[config.mk]
export PLATFORM = sky130hd
export DESIGN_NAME = bat_seq_core
export DESIGN_NICKNAME = d
export VERILOG_FILES = /design/src/rtl/bat_seq_pkg.sv /design/src/rtl/bat_seq_alu.sv /design/src/rtl/bat_seq_core.sv
export SDC_FILE = /design/constraint.sdc
export NUM_CORES = 1
export LEC_CHECK = 0
export ABC_CLOCK_PERIOD_IN_PS = 6470
export BUFFER_PORTS_ARGS = -buffer_cell sky130_fd_sc_hd__buf_2
export CORE_AREA = 2 2 221 114
export DETAILED_ROUTE_END_ITERATION = 16
export DIE_AREA = 0 0 223 116
export PLACE_DENSITY = 0.77
export SKIP_LAST_GASP = 1
export SYNTH_ARGS = -nofsm -noshare
export SYNTH_HDL_FRONTEND = slang
export SYNTH_SLANG_ARGS = --single-unit
[constraint.sdc]
create_clock -name CLK -period 6.47 [get_ports CLK]
set_input_delay 0.647 -clock CLK [delete_from_list [all_inputs] [get_ports CLK]]
set_output_delay 0.647 -clock CLK [all_outputs]
set_load 0.1 [all_outputs]
[src/rtl/bat_seq_pkg.sv]
// Shared constants for the bat_seq core: opcodes, ALU function codes,
// instruction field offsets and the sequencer state type.
package bat_seq_pkg;

  localparam int INSTR_W = 16;
  localparam int FIELD_W = 4;
  localparam int IMM_W   = 8;

  localparam int OP_LSB  = 12;
  localparam int RD_LSB  = 8;
  localparam int RS_LSB  = 4;
  localparam int FN_LSB  = 0;
  localparam int IMM_LSB = 0;

  localparam logic [3:0] OP_NOP = 4'h0;
  localparam logic [3:0] OP_LDI = 4'h1;
  localparam logic [3:0] OP_LD  = 4'h2;
  localparam logic [3:0] OP_ST  = 4'h3;
  localparam logic [3:0] OP_ALU = 4'h7;
  localparam logic [3:0] OP_JMP = 4'h8;
  localparam logic [3:0] OP_JZ  = 4'h9;
  localparam logic [3:0] OP_JNZ = 4'hA;
  localparam logic [3:0] OP_HLT = 4'hF;

  localparam logic [3:0] FN_ADD = 4'd0;
  localparam logic [3:0] FN_SUB = 4'd1;
  localparam logic [3:0] FN_AND = 4'd2;
  localparam logic [3:0] FN_OR  = 4'd3;
  localparam logic [3:0] FN_XOR = 4'd4;
  localparam logic [3:0] FN_NOT = 4'd5;
  localparam logic [3:0] FN_INC = 4'd6;
  localparam logic [3:0] FN_DEC = 4'd7;
  localparam logic [3:0] FN_MOV = 4'd8;
  localparam logic [3:0] FN_ADC = 4'd9;

  typedef enum logic [1:0] {
    ST_FETCH = 2'd0,
    ST_EXEC  = 2'd1,
    ST_MEM   = 2'd2,
    ST_DONE  = 2'd3
  } state_e;

  function automatic logic [FIELD_W-1:0] f_op(input logic [INSTR_W-1:0] ir);
    return ir[OP_LSB +: FIELD_W];
  endfunction

  function automatic logic [FIELD_W-1:0] f_rd(input logic [INSTR_W-1:0] ir);
    return ir[RD_LSB +: FIELD_W];
  endfunction

  function automatic logic [FIELD_W-1:0] f_rs(input logic [INSTR_W-1:0] ir);
    return ir[RS_LSB +: FIELD_W];
  endfunction

  function automatic logic [FIELD_W-1:0] f_fn(input logic [INSTR_W-1:0] ir);
    return ir[FN_LSB +: FIELD_W];
  endfunction

  function automatic logic [IMM_W-1:0] f_imm(input logic [INSTR_W-1:0] ir);
    return ir[IMM_LSB +: IMM_W];
  endfunction

endpackage

[src/rtl/bat_seq_alu.sv]
// Combinational ALU for bat_seq_core: result, carry/borrow and zero.
// Define BAT_SEQ_ADC_EN to add fn 9 (ADC) and its carry-in port.
module bat_seq_alu
  import bat_seq_pkg::*;
#(
  parameter int DATA_W = 16
) (
`ifdef BAT_SEQ_ADC_EN
  input  logic              carry_in,
`endif
  input  logic [3:0]        fn,
  input  logic [DATA_W-1:0] op_a,
  input  logic [DATA_W-1:0] op_b,
  output logic [DATA_W-1:0] result,
  output logic              carry,
  output logic              zero,
  output logic              valid
);

  logic [DATA_W:0] wide;

  // NOTE: every output gets a default before the case so no latch is inferred.
  always_comb begin
    wide  = '0;
    valid = 1'b1;
    case (fn)
      FN_ADD:  wide = {1'b0, op_a} + {1'b0, op_b};
      FN_SUB:  wide = {1'b0, op_a} - {1'b0, op_b};
      FN_AND:  wide = {1'b0, op_a & op_b};
      FN_OR:   wide = {1'b0, op_a | op_b};
      FN_XOR:  wide = {1'b0, op_a ^ op_b};
      FN_NOT:  wide = {1'b0, ~op_a};
      FN_INC:  wide = {1'b0, op_a} + {{DATA_W{1'b0}}, 1'b1};
      FN_DEC:  wide = {1'b0, op_a} - {{DATA_W{1'b0}}, 1'b1};
      FN_MOV:  wide = {1'b0, op_b};
`ifdef BAT_SEQ_ADC_EN
      FN_ADC:  wide = {1'b0, op_a} + {1'b0, op_b} + {{DATA_W{1'b0}}, carry_in};
`endif
      default: valid = 1'b0;
    endcase
    // Subtraction wraps in DATA_W+1 bits, so the top bit is the borrow.
    result = wide[DATA_W-1:0];
    carry  = wide[DATA_W];
    zero   = (result == '0);
  end

endmodule

[src/rtl/bat_seq_core.sv]
// Multi-cycle fetch/execute core with req/ack memory port, Z/C flags and HALT.
// Define BAT_SEQ_ADC_EN to enable the ADC instruction (ALU fn 9).
module bat_seq_core
  import bat_seq_pkg::*;
#(
  parameter int DATA_W = 16,
  parameter int NREGS  = 8,
  parameter int ADDR_W = 16
) (
  input  logic              CLK,
  input  logic              RST,
  input  logic              HALT,
  output logic              MEM_REQ,
  output logic              MEM_WE,
  output logic [ADDR_W-1:0] MEM_ADDR,
  output logic [DATA_W-1:0] MEM_WDATA,
  input  logic              MEM_ACK,
  input  logic [DATA_W-1:0] MEM_RDATA,
  output logic [DATA_W-1:0] OUT,
  output logic              STOPPED
);

  localparam int RIDX_W = $clog2(NREGS);

  // Full 4-bit field compare keeps every instruction bit in use for any NREGS.
  function automatic logic [RIDX_W-1:0] reg_idx(input logic [FIELD_W-1:0] field);
    reg_idx = '0;
    for (int i = 0; i < 16; i++)
      if (field == 4'(i)) reg_idx = RIDX_W'(i % NREGS);
  endfunction

  state_e              state_q, state_d;
  logic [ADDR_W-1:0]   pc_q, pc_d;
  logic [INSTR_W-1:0]  ir_q, ir_d;
  logic                z_q, z_d;
  logic                c_q, c_d;
  logic [DATA_W-1:0]   regs_q [NREGS];
  logic [DATA_W-1:0]   regs_d [NREGS];

  logic [FIELD_W-1:0]  op;
  logic [RIDX_W-1:0]   rd_idx, rs_idx;
  logic [DATA_W-1:0]   rd_val, rs_val;
  logic [DATA_W-1:0]   alu_res;
  logic                alu_c, alu_z, alu_vld;
  logic                mem_req, mem_we;
  logic [ADDR_W-1:0]   mem_addr;
  logic [DATA_W-1:0]   mem_wdata;

  assign op     = f_op(ir_q);
  assign rd_idx = reg_idx(f_rd(ir_q));
  assign rs_idx = reg_idx(f_rs(ir_q));
  assign rd_val = regs_q[rd_idx];
  assign rs_val = regs_q[rs_idx];

  bat_seq_alu #(.DATA_W(DATA_W)) u_alu (
`ifdef BAT_SEQ_ADC_EN
    .carry_in (c_q),
`endif
    .fn       (f_fn(ir_q)),
    .op_a     (rd_val),
    .op_b     (rs_val),
    .result   (alu_res),
    .carry    (alu_c),
    .zero     (alu_z),
    .valid    (alu_vld)
  );

  always_comb begin
    state_d   = state_q;
    pc_d      = pc_q;
    ir_d      = ir_q;
    z_d       = z_q;
    c_d       = c_q;
    regs_d    = regs_q;
    mem_req   = 1'b0;
    mem_we    = 1'b0;
    mem_addr  = '0;
    mem_wdata = '0;

    case (state_q)
      ST_FETCH: begin
        if (!HALT) begin
          mem_req  = 1'b1;
          mem_addr = pc_q;
          if (MEM_ACK) begin
            ir_d    = MEM_RDATA[INSTR_W-1:0];
            pc_d    = pc_q + ADDR_W'(1);
            state_d = ST_EXEC;
          end
        end
      end

      ST_EXEC: begin
        state_d = ST_FETCH;
        case (op)
          OP_LDI: regs_d[rd_idx] = DATA_W'(f_imm(ir_q));
          OP_LD, OP_ST: state_d = ST_MEM;
          OP_ALU: begin
            if (alu_vld) begin
              regs_d[rd_idx] = alu_res;
              z_d = alu_z;
              c_d = alu_c;
            end
          end
          OP_JMP: pc_d = ADDR_W'(rs_val);
          OP_JZ:  if (z_q)  pc_d = ADDR_W'(rs_val);
          OP_JNZ: if (!z_q) pc_d = ADDR_W'(rs_val);
          OP_HLT: state_d = ST_DONE;
          default: ;
        endcase
      end

      ST_MEM: begin
        mem_req   = 1'b1;
        mem_we    = (op == OP_ST);
        mem_addr  = ADDR_W'(rs_val);
        mem_wdata = (op == OP_ST) ? rd_val : '0;
        if (MEM_ACK) begin
          if (op == OP_LD) regs_d[rd_idx] = MEM_RDATA;
          state_d = ST_FETCH;
        end
      end

      ST_DONE: ;

      default: state_d = ST_FETCH;
    endcase
  end

  // NOTE: sequential state uses non-blocking assignments only.
  always_ff @(posedge CLK) begin
    if (!RST) begin
      state_q <= ST_FETCH;
      pc_q    <= '0;
      ir_q    <= '0;
      z_q     <= 1'b0;
      c_q     <= 1'b0;
      // NOTE: the register file is flops, not RAM, so it is cleared on reset.
      regs_q  <= '{default: '0};
    end else begin
      state_q <= state_d;
      pc_q    <= pc_d;
      ir_q    <= ir_d;
      z_q     <= z_d;
      c_q     <= c_d;
      regs_q  <= regs_d;
    end
  end

  // Memory port is silenced while reset is held, since FETCH would otherwise request.
  assign MEM_REQ   = RST & mem_req;
  assign MEM_WE    = RST & mem_we;
  assign MEM_ADDR  = RST ? mem_addr  : '0;
  assign MEM_WDATA = RST ? mem_wdata : '0;
  assign OUT       = regs_q[NREGS-1];
  assign STOPPED   = (state_q == ST_DONE);

endmodule

==> Word-level counts from Yosys, hierarchy flattened <==
Cells that the tools add are included.
{ "totals": {"ff_bits": 163, "in_bits": 20, "out_inout_bits": 51, "wordCells": 169} }
{ "classes": {"add_sub_neg": 5, "order_cmp": 3, "n_eq_ne": 58, "muxes": 68, "bitwise_logic": 9, "reduce_logical": 14} }
{ "op_table": {"columns": ["cell", "n"], "rows": [
  ["128-bit one-hot mux with 2 select lines", 2],
  ["128-bit bitwise mux", 3],
  ["128-bit two-way mux", 3],
  ["16-bit two-way mux", 14],
  ["16-bit one-hot mux with 9 select lines", 1],
  ["16-bit binary-select mux with 3-bit select", 2],
  ["4-bit equality test (second input constant)", 21],
  ["3-bit two-way mux", 28],
  ["16-bit one-hot mux with 2 select lines", 2],
  ["4-bit by 3-bit equality test with 1-bit output (second input constant)", 13],
  ["16-bit demux with 3-bit select", 1],
  ["16-bit one-hot mux with 3 select lines", 1],
  ["16-bit by 1-bit adder with 16-bit output (second input constant)", 2],
  ["4-bit by 2-bit equality test with 1-bit output (second input constant)", 8],
  ["16-bit adder", 1],
  ["16-bit bitwise AND", 1],
  ["4-bit by 1-bit equality test with 1-bit output (second input constant)", 4],
  ["16-bit logical NOT", 1],
  ["16-bit inverter", 1],
  ["16-bit OR", 1],
  ["16-bit by 1-bit subtractor with 16-bit output (second input constant)", 1],
  ["16-bit subtractor", 1],
  ["16-bit XOR", 1],
  ["3-bit != test (second input constant)", 3],
  ["other kinds (26)", 41]
]} }

==> Logic depth before layout (Yosys ltp) <==
Gate-level depths: netlist of the first run.
{ "logic_depth": {"depth_word": 26, "mapped_depth": 23, "mapped_depth_nobuf": 19} }

==> Modules after synthesis <==
A second synthesis of the first run with hierarchy kept.
{ "unflattened": {"hier_cells": 1352, "hier_area_um2": 11712.5} }
{ "by_module_without_submodules": {"columns": ["mod", "n_inst", "cells_each", "area_per_inst_um2", "seq_area_each_um2"], "rows": [
  ["bat_seq_core", 1, 945, 8854.7, 3243.1],
  ["bat_seq_alu", 1, 407, 2857.7, 0.0]
]} }

==> Worst setup path after synthesis of the first run <==
OpenSTA, ideal clock, no wires.
{ "synth_path": {"path_kind": "register to register", "start": "reg ir_q[5]", "end": "reg z_q", "setup_ns": 0.084, "arrival_ns": 4.468, "required_time_ns": 6.386, "slack_ns": 1.917, "path_stages_with_launch": 21, "path_buffers": 3, "synth_period_minus_slack_ns": 4.553, "cell_sequence": "dfxtp_1 > buf_6 > buf_6 > buf_6 > mux2_4 > o221ai_4 > ha_1 > nand4_1 > nor3_1 > xnor2_1 > o21ai_0 > ha_1 > a21o_1 > a21oi_1 > nand3_1 > o311ai_0 > nor3b_1 > a21oi_1 > o211ai_1 > or4_1 > o31ai_2"} }
{ "synth_via": {"elab_chain_len": 23, "elab_cells_between_ends": 41, "cone_classes": "2 x add/sub; 15 x eq/ne; 19 x mux; 4 x bitwise; 1 x reduce/logical"} }
{ "synth_lines": {"columns": ["element", "line", "source"], "rows": [
  ["from (decl)", "bat_seq_core.sv:34", "logic [INSTR_W-1:0] ir_q, ir_d;"],
  ["from (signal assigned)", "bat_seq_core.sv:143", "ir_q <= ir_d;"],
  ["4-bit by 1-bit equality test with 1-bit output", "bat_seq_core.sv:29", "if (field == 4'(i)) reg_idx = RIDX_W'(i % NREGS);"],
  ["1-bit two-way mux", "bat_seq_core.sv:29", null],
  ["3-bit two-way mux (13 in a row)", "bat_seq_core.sv:29", null],
  ["3-bit two-way mux (*)", "bat_seq_core.sv:29", null],
  ["3-bit inverter with 4-bit output (implied by the code) (*)", "bat_seq_core.sv:53", "assign rs_val = regs_q[rs_idx];"],
  ["16-bit binary-select mux with 3-bit select (*)", "bat_seq_core.sv:53", null],
  ["16-bit two-way mux (implied by the code) (*) (2 in a row)", "bat_seq_core.sv:53", null],
  ["16-bit subtractor (tied with other cells)", "bat_seq_alu.sv:28", "FN_SUB: wide = {1'b0, op_a} - {1'b0, op_b};"],
  ["16-bit one-hot mux with 9 select lines (*)", "bat_seq_alu.sv:26", "case (fn)"],
  ["16-bit logical NOT (*)", "bat_seq_alu.sv:44", "zero = (result == '0);"],
  ["to (signal assigned)", "bat_seq_core.sv:144", "z_q <= z_d;"],
  ["to (decl)", "bat_seq_core.sv:35", "logic z_q, z_d;"]
]} }
Every way passes the cells marked *; elsewhere a longest branch is shown, timed or not. The select of a mux whose other input is x is not followed.
A chain may end at the register's enable or synchronous reset.

==> Worst setup path after layout of the first run <==
{ "layout_path": {"start": "reg ir_q[6]", "end": "reg z_q"} }
Same word-level chain as after synthesis.

==> results of run 1 <==
[final timing paths]
kind | depth (start not counted) | endpoint | slack, ns | startpoint
hold reg to reg | 2 | ir_q[7]$_SDFFE_PN0P_ | 0.45 | ir_q[7]$_SDFFE_PN0P_
setup / recovery | 17 | z_q$_SDFFE_PN0P_ | 0.64 | ir_q[6]$_SDFFE_PN0P_
setup reg to reg | 17 | z_q$_SDFFE_PN0P_ | 0.64 | ir_q[6]$_SDFFE_PN0P_
hold / removal | 2 | ir_q[7]$_SDFFE_PN0P_ | 0.45 | ir_q[7]$_SDFFE_PN0P_
[final cells by class]
| cell class | instances | area, µm² |
|---|---|---|
| fill | 2106 | 10900 |
| multi-input combinational | 1072 | 7790 |
| sequential | 162 | 3250 |
| timing repair buffer | 103 | 598 |
| clock buffer | 17 | 425 |
| tap | 315 | 394 |
| inverter | 55 | 210 |
| clock inverter | 15 | 161 |
[flip-flops by register name (all words and copies together), names as in the netlist]
register and count:
OUT 16, ir_q 15, pc_q 16, regs_q 112, state_q 2, z_q 1
[placed cells by master (no fill, tap or decap), types with 5 or more instances in the layout]
| master | n |
|---|---|
| nand3_1 | 15 |
| ha_1 | 53 |
| nor3b_1 | 5 |
| inv_1 | 46 |
| mux2i_1 | 95 |
| or3_1 | 7 |
| a222oi_1 | 9 |
| a2bb2oi_1 | 6 |
| nor2_1 | 189 |
| nor4_1 | 8 |
| o21ai_0 | 98 |
| and3_1 | 9 |
| a211oi_1 | 36 |
| buf_4 | 33 |
| nand2b_1 | 16 |
| dfxtp_1 | 158 |
| a31oi_1 | 17 |
| o22ai_1 | 7 |
| mux4_2 | 39 |
| a22o_1 | 5 |
| nand4_1 | 12 |
| a41o_1 | 8 |
| o21a_1 | 8 |
| o211ai_1 | 12 |
| and2_1 | 12 |
| a22oi_1 | 39 |
| clkbuf_16 | 17 |
| mux2_2 | 20 |
| a21oi_1 | 113 |
| inv_8 | 5 |
| buf_2 | 70 |
| nor3_1 | 16 |
| nor2b_1 | 10 |
| inv_2 | 5 |
| a221o_1 | 6 |
| xnor2_1 | 16 |
| nand2_1 | 98 |
[report_power, final]
part | total, mW | switching, mW | internal, mW
Sequential | 1.06 | 0.0396 | 1.02
Clock | 1.04 | 0.521 | 0.518
Combinational | 0.866 | 0.551 | 0.315
Total | 2.96 | 1.11 | 1.85
[critical path: cells and delay by family (launching register included)]
family                   cells  cell delay [ns]
XOR/XNOR                     2             0.35
buffers and inverters        1             0.20
AND/OR/NAND/NOR              5             1.59
AO/OA/AOI/OAI                7             1.88
multiplexers                 1             0.42
adder cells (fa/ha/maj)      1             0.36
flip-flops                   1             0.95
[cells by family (layout without fill, tap and decap cells)]
| logic type | Yosys count | count (layout) | synth area share |
|---|---|---|---|
| xor+xnor | 18 | 18 | 0.0145 |
| flops | 162 | 162 | 0.275 |
| buf+inv | 177 | 190 | 0.0699 |
| mux | 161 | 161 | 0.183 |
| fa+ha+maj | 54 | 54 | 0.0578 |
| simple gates | 431 | 431 | 0.171 |
| compound gates | 408 | 408 | 0.229 |
[metal layers]
metal  share of wire  routed length [µm]
met1            0.42               16600
met2            0.42               16700
met3            0.13                4920
met4           0.027                1080
met5               0                   0
==> results.json, run 1 <==
{
  "rows": 40,
  "fp.dieW_um": 223,
  "viasPerCell": 6.59,
  "numPortBuffers": 70,
  "finalSetupTns_ns": 0,
  "diodes": 0,
  "hold_viol": 0,
  "area_growth_pct": 8.61,
  "ctsHoldBuffers": 0,
  "maxCapViolations": 0,
  "endpoint_kind": "register",
  "grt-ovfl-total": 0,
  "dieArea_um2": 25900,
  "grt_max_degree": 102,
  "worstMarginPinSlew_ns": 1.25,
  "dp_hpwl_um": 27800,
  "critPathMaxStageDelay_ns": 0.95,
  "grt_pass1_wl_um": 60700,
  "hp-class": "register to register",
  "cts_tree": "built",
  "synth.avg_cell_area_um2": 8.37,
  "worstPathCellList": "mux2_2 > o22ai_1 > a221o_1 > inv_1 > nor4_1 > nand2_1 > nor2_1 > xnor2_1 > o21ai_0 > ha_1 > a21oi_1 > nand3_1 > o31ai_1 > xor2_1 > o221ai_1 > or4_1 > o31ai_2",
  "met3_usage": 0.0806,
  "period_share": 0.900,
  "clk_latency_ns": 0.46,
  "postLayoutSetupSlackWorst_ns": 0.644,
  "synthCells": 1411,
  "maxSlewHeadroom": 0.157,
  "root_buffer": "clkbuf_16",
  "status": "finished clean",
  "yosys_register_bits": 162,
  "final_cells": 1739,
  "fin_util": 0.540,
  "dr.pass1.iters": 9,
  "gr-max-usage-layer": "met2",
  "cp_max_fo": 36,
  "synth_edf_count": 0,
  "use_met2": 0.450,
  "synth_top_area_frac": 0.275,
  "netlist_top_cells_area": "dfxtp_1 27%, mux2i_1 8.1%, mux4_2 7.4%",
  "num_vias": 11500,
  "cts_buffers": 17,
  "yosysWarningCount": 0,
  "async_flop_share": 0,
  "postPlaceCellArea_um2": 12200,
  "drive_above_1_share": 0.166,
  "cp-start-kind": "register",
  "die_y_um": 116,
  "finalCriticalPeriod_ns": 5.83,
  "worstPathRequired_ns": 6.84,
  "pre_cts_slack_ns": 0.780,
  "worstSetupPathType": "register to register",
  "whs_ns": 0.454,
  "routed_wl_um": 39300,
  "final_area_um2": 12800,
  "place_congestion": 0.963,
  "cp.arrival_ns": 6.20,
  "grt_pass1_vias": 10500,
  "synthTopCellsByCount": "192 x nor2_1, 162 x dfxtp_1, 113 x a21oi_1",
  "ys.flop_type": "dfxtp_1",
  "core_um2": 23800,
  "yosysMostFrequentCell": "nor2_1",
  "synth-seq-area-share": 0.275,
  "cp_slowest_cell": "dfxtp_2",
  "cts_htree_levels": 4,
  "postCtsResizedCells": 0,
  "syn-num-nets": 1485,
  "drv_slew": 0,
  "synth.distinct_cells": 88,
  "rsz0062_at_grt": "no",
  "dp_cells": 1707,
  "irDropWorstVdd_uv": 201,
  "p_per_area_nw_per_um2": 231,
  "grt_use_met1": 0.424,
  "synth.cell_area_um2": 11800,
  "cts.sinks": 162,
  "cts.clk_slew.worst_paths_ns": 0.08,
  "design.portCount": 71,
  "avgRoutedWirePerCell_um": 22.6,
  "final_nets": 1485,
  "total_power_mw": 2.96,
  "setup_viol": 0,
  "antenna_found_initial": 0,
  "finClkSkew_ns": 0.0215,
  "clk_path_buf_depth": 2,
  "fmax_ghz": 0.172,
  "grtUsageTotal": 0.303,
  "post-cts-setup-buffers": 0,
  "synth_top_area_cell": "dfxtp_1",
  "leakage_nw": 4.81,
  "start_util": 0.497,
  "antenna_left": 0,
  "first_iter_violations": 1755,
  "drc": 0
}
(Power assumes the default switching activity.)
==> run 2: changes to the inputs <==
BUFFER_PORTS_ARGS = not set   (was -buffer_cell sky130_fd_sc_hd__buf_2)
DONT_BUFFER_PORTS = 1   (was not set)
PLACE_DENSITY = 0.74   (was 0.77)
==> run 2 against run 1 <==
  * Highest routed layer unchanged
  * Count of clock-buffer cells in the layout increased by 3
  * Register-to-register slack improved by 0.03 ns
  * Cell count decreased by 4.0%
==> results.json, run 2 (synthesis results as in run 1) <==
{
  "rsz0062_at_grt": "no",
  "grt_max_degree": 102,
  "maxSlewHeadroom": 0.215,
  "power_frac_clock": 0.366,
  "root_buffer": "clkbuf_16",
  "postCtsResizedCells": 0,
  "post-cts-setup-buffers": 0,
  "cts_tree": "built",
  "drv_slew": 0,
  "endpoint_kind": "register",
  "p_int_mw": 1.95,
  "crit_path_start": "ir_q[6]$_SDFFE_PN0P_",
  "period_share": 0.896,
  "status": "finished clean",
  "ctsHoldBuffers": 0,
  "fillers": 2095,
  "switching_power_mw": 1.05,
  "drive_above_1_share": 0.148,
  "antenna_found_initial": 0,
  "min_path_cells": 2,
  "finalSetupTns_ns": 0,
  "worstPathCellList": "mux2_2 > o22ai_1 > a221o_1 > inv_1 > nor4_1 > nand2_1 > nor2_1 > xnor2_1 > o21ai_0 > ha_1 > a21oi_1 > nand3_1 > o31ai_1 > xor2_1 > o221ai_1 > or4_1 > o31ai_2",
  "hold_viol": 0,
  "regMostFlops": "regs_q",
  "grtUsageTotal": 0.301,
  "fp.dieW_um": 223,
  "r2r_start": "ir_q[6]$_SDFFE_PN0P_",
  "grt_pass1_vias": 10300,
  "rows": 40,
  "design.portCount": 71,
  "worstSetupPathType": "register to register",
  "die_y_um": 116,
  "first_iter_violations": 1521,
  "cp_max_fo": 33,
  "maxCapViolations": 0,
  "p_seq_frac": 0.353,
  "pre_cts_slack_ns": 0.901,
  "cts.clk_slew.worst_paths_ns": 0.08,
  "dr.pass1.iters": 6,
  "cp-start-kind": "register",
  "setup_viol": 0,
  "gr-max-usage-layer": "met2",
  "met3_usage": 0.0842,
  "p_per_area_nw_per_um2": 238,
  "grt_pass1_wl_um": 59700,
  "irDropWorstVdd_uv": 172,
  "cts.sinks": 162,
  "finalCriticalPeriod_ns": 5.80,
  "grt_use_met1": 0.410,
  "cp_slowest_cell": "dfxtp_2",
  "leakage_nw": 4.47,
  "clk_latency_ns": 0.45,
  "cts_buffers": 17,
  "diodes": 0,
  "antenna_left": 0,
  "routed_wl_um": 39300,
  "largest_reg_flops": 112,
  "clk_path_buf_depth": 2,
  "rrSetupSlack_ns": 0.67,
  "cp.arrival_ns": 6.17,
  "worst_r2r_endpoint": "z_q$_SDFFE_PN0P_",
  "grt-ovfl-total": 0,
  "place_congestion": 0.956,
  "core_um2": 23800,
  "final_cell_mix": "157 x dfxtp_1, 156 x nor2_1, 113 x a21oi_1",
  "dp_hpwl_um": 27800,
  "cts_htree_levels": 4,
  "numPortBuffers": 0,
  "layout_commonest_cell": "dfxtp_1",
  "start_util": 0.497,
  "fmax_ghz": 0.173,
  "worstPathRequired_ns": 6.85,
  "viasPerCell": 6.66,
  "num_vias": 11100,
  "final_nets": 1416,
  "worstMarginPinSlew_ns": 1.17,
  "crit_end": "z_q$_SDFFE_PN0P_",
  "dieArea_um2": 25900,
  "critPathMaxStageDelay_ns": 0.85,
  "rr_worst_depth": 17,
  "use_met2": 0.458,
  "finClkSkew_ns": 0.0171,
  "swShare": 0.349,
  "area_growth_pct": 6.70,
  "drc": 0,
  "avgRoutedWirePerCell_um": 23.5,
  "pwr-share-comb": 0.281,
  "postLayoutSetupSlackWorst_ns": 0.674,
  "hp-class": "input port to register"
}
-- run 2: cell types whose count changed in the layout (fill, tap and decap cells not counted), moves of 3 or more --
cell       previous run  this run
nor2_1              189       156
clkinv_8              3         0
buf_2                70         0
inv_8                 5         2
bufinv_16             0         3
nor2_2                3        36
-- run 2: worst min path at each step --
stage,startpoint,endpoint,slack [ns]
2_1_floorplan,ir_q[7]$_SDFFE_PN0P_,ir_q[7]$_SDFFE_PN0P_,0.43
3_3_place_gp,ir_q[7]$_SDFFE_PN0P_,ir_q[7]$_SDFFE_PN0P_,0.44
3_5_place_dp,ir_q[7]$_SDFFE_PN0P_,ir_q[7]$_SDFFE_PN0P_,0.45
4_1_cts,MEM_RDATA[8],ir_q[8]$_SDFFE_PN0P_,0.33
5_1_grt,MEM_RDATA[3],ir_q[3]$_SDFFE_PN0P_,0.35
6_report,MEM_RDATA[9],ir_q[9]$_SDFFE_PN0P_,0.33
-- run 2: worst max-delay path: cells and delay by family, from the launching register on --
family	cells	cell delay, ns
AO/OA/AOI/OAI	7	1.93
AND/OR/NAND/NOR	5	1.57
flip-flops	1	0.85
multiplexers	1	0.41
adder cells (fa/ha/maj)	1	0.36
XOR/XNOR	2	0.35
buffers and inverters	1	0.23
-- run 2: layout make-up --
cell class	count	area, µm²	area share
clock inverters	12	169	0.0134
repair buffers	34	255	0.0203
inverters	55	210	0.0167
multi-input cells	1072	7880	0.625
clock buffers	20	447	0.0354
well taps	315	394	0.0313
flip-flops and latches	162	3250	0.258
-- run 2: layer usage --
metal,up-vias,share of wire
met5,-,0
li1,5018,-
met2,665,0.43
met1,5355,0.43
met4,0,0.028
met3,86,0.12
-- run 2: power groups by stage --
| stage | registers, mW | logic, mW | clock network [mW] |
|---|---|---|---|
| 3_5_place_dp | 1.08 | 0.811 | 0 |
| 5_1_grt | 1.06 | 0.906 | 1.13 |
| 4_1_cts | 1.06 | 0.817 | 1.09 |
| 6_report | 1.06 | 0.844 | 1.10 |
| 3_3_place_gp | 1.08 | 0.798 | 0 |
| 2_1_floorplan | 1.05 | 0.634 | 0 |
-- run 2: through the flow --
stage	cell area [µm²]	util	cells	hold WS, ns	power, mW
after CTS	12600	0.530	1670	0.330	2.97
after global routing	12600	0.530	1670	0.349	3.10
after floorplan	11800	-	1411	0.432	1.69
after detailed placement	12000	0.504	1638	0.449	1.89
final	12600	0.530	1670	0.334	3.00
after global placement	12000	0.504	1638	0.440	1.88
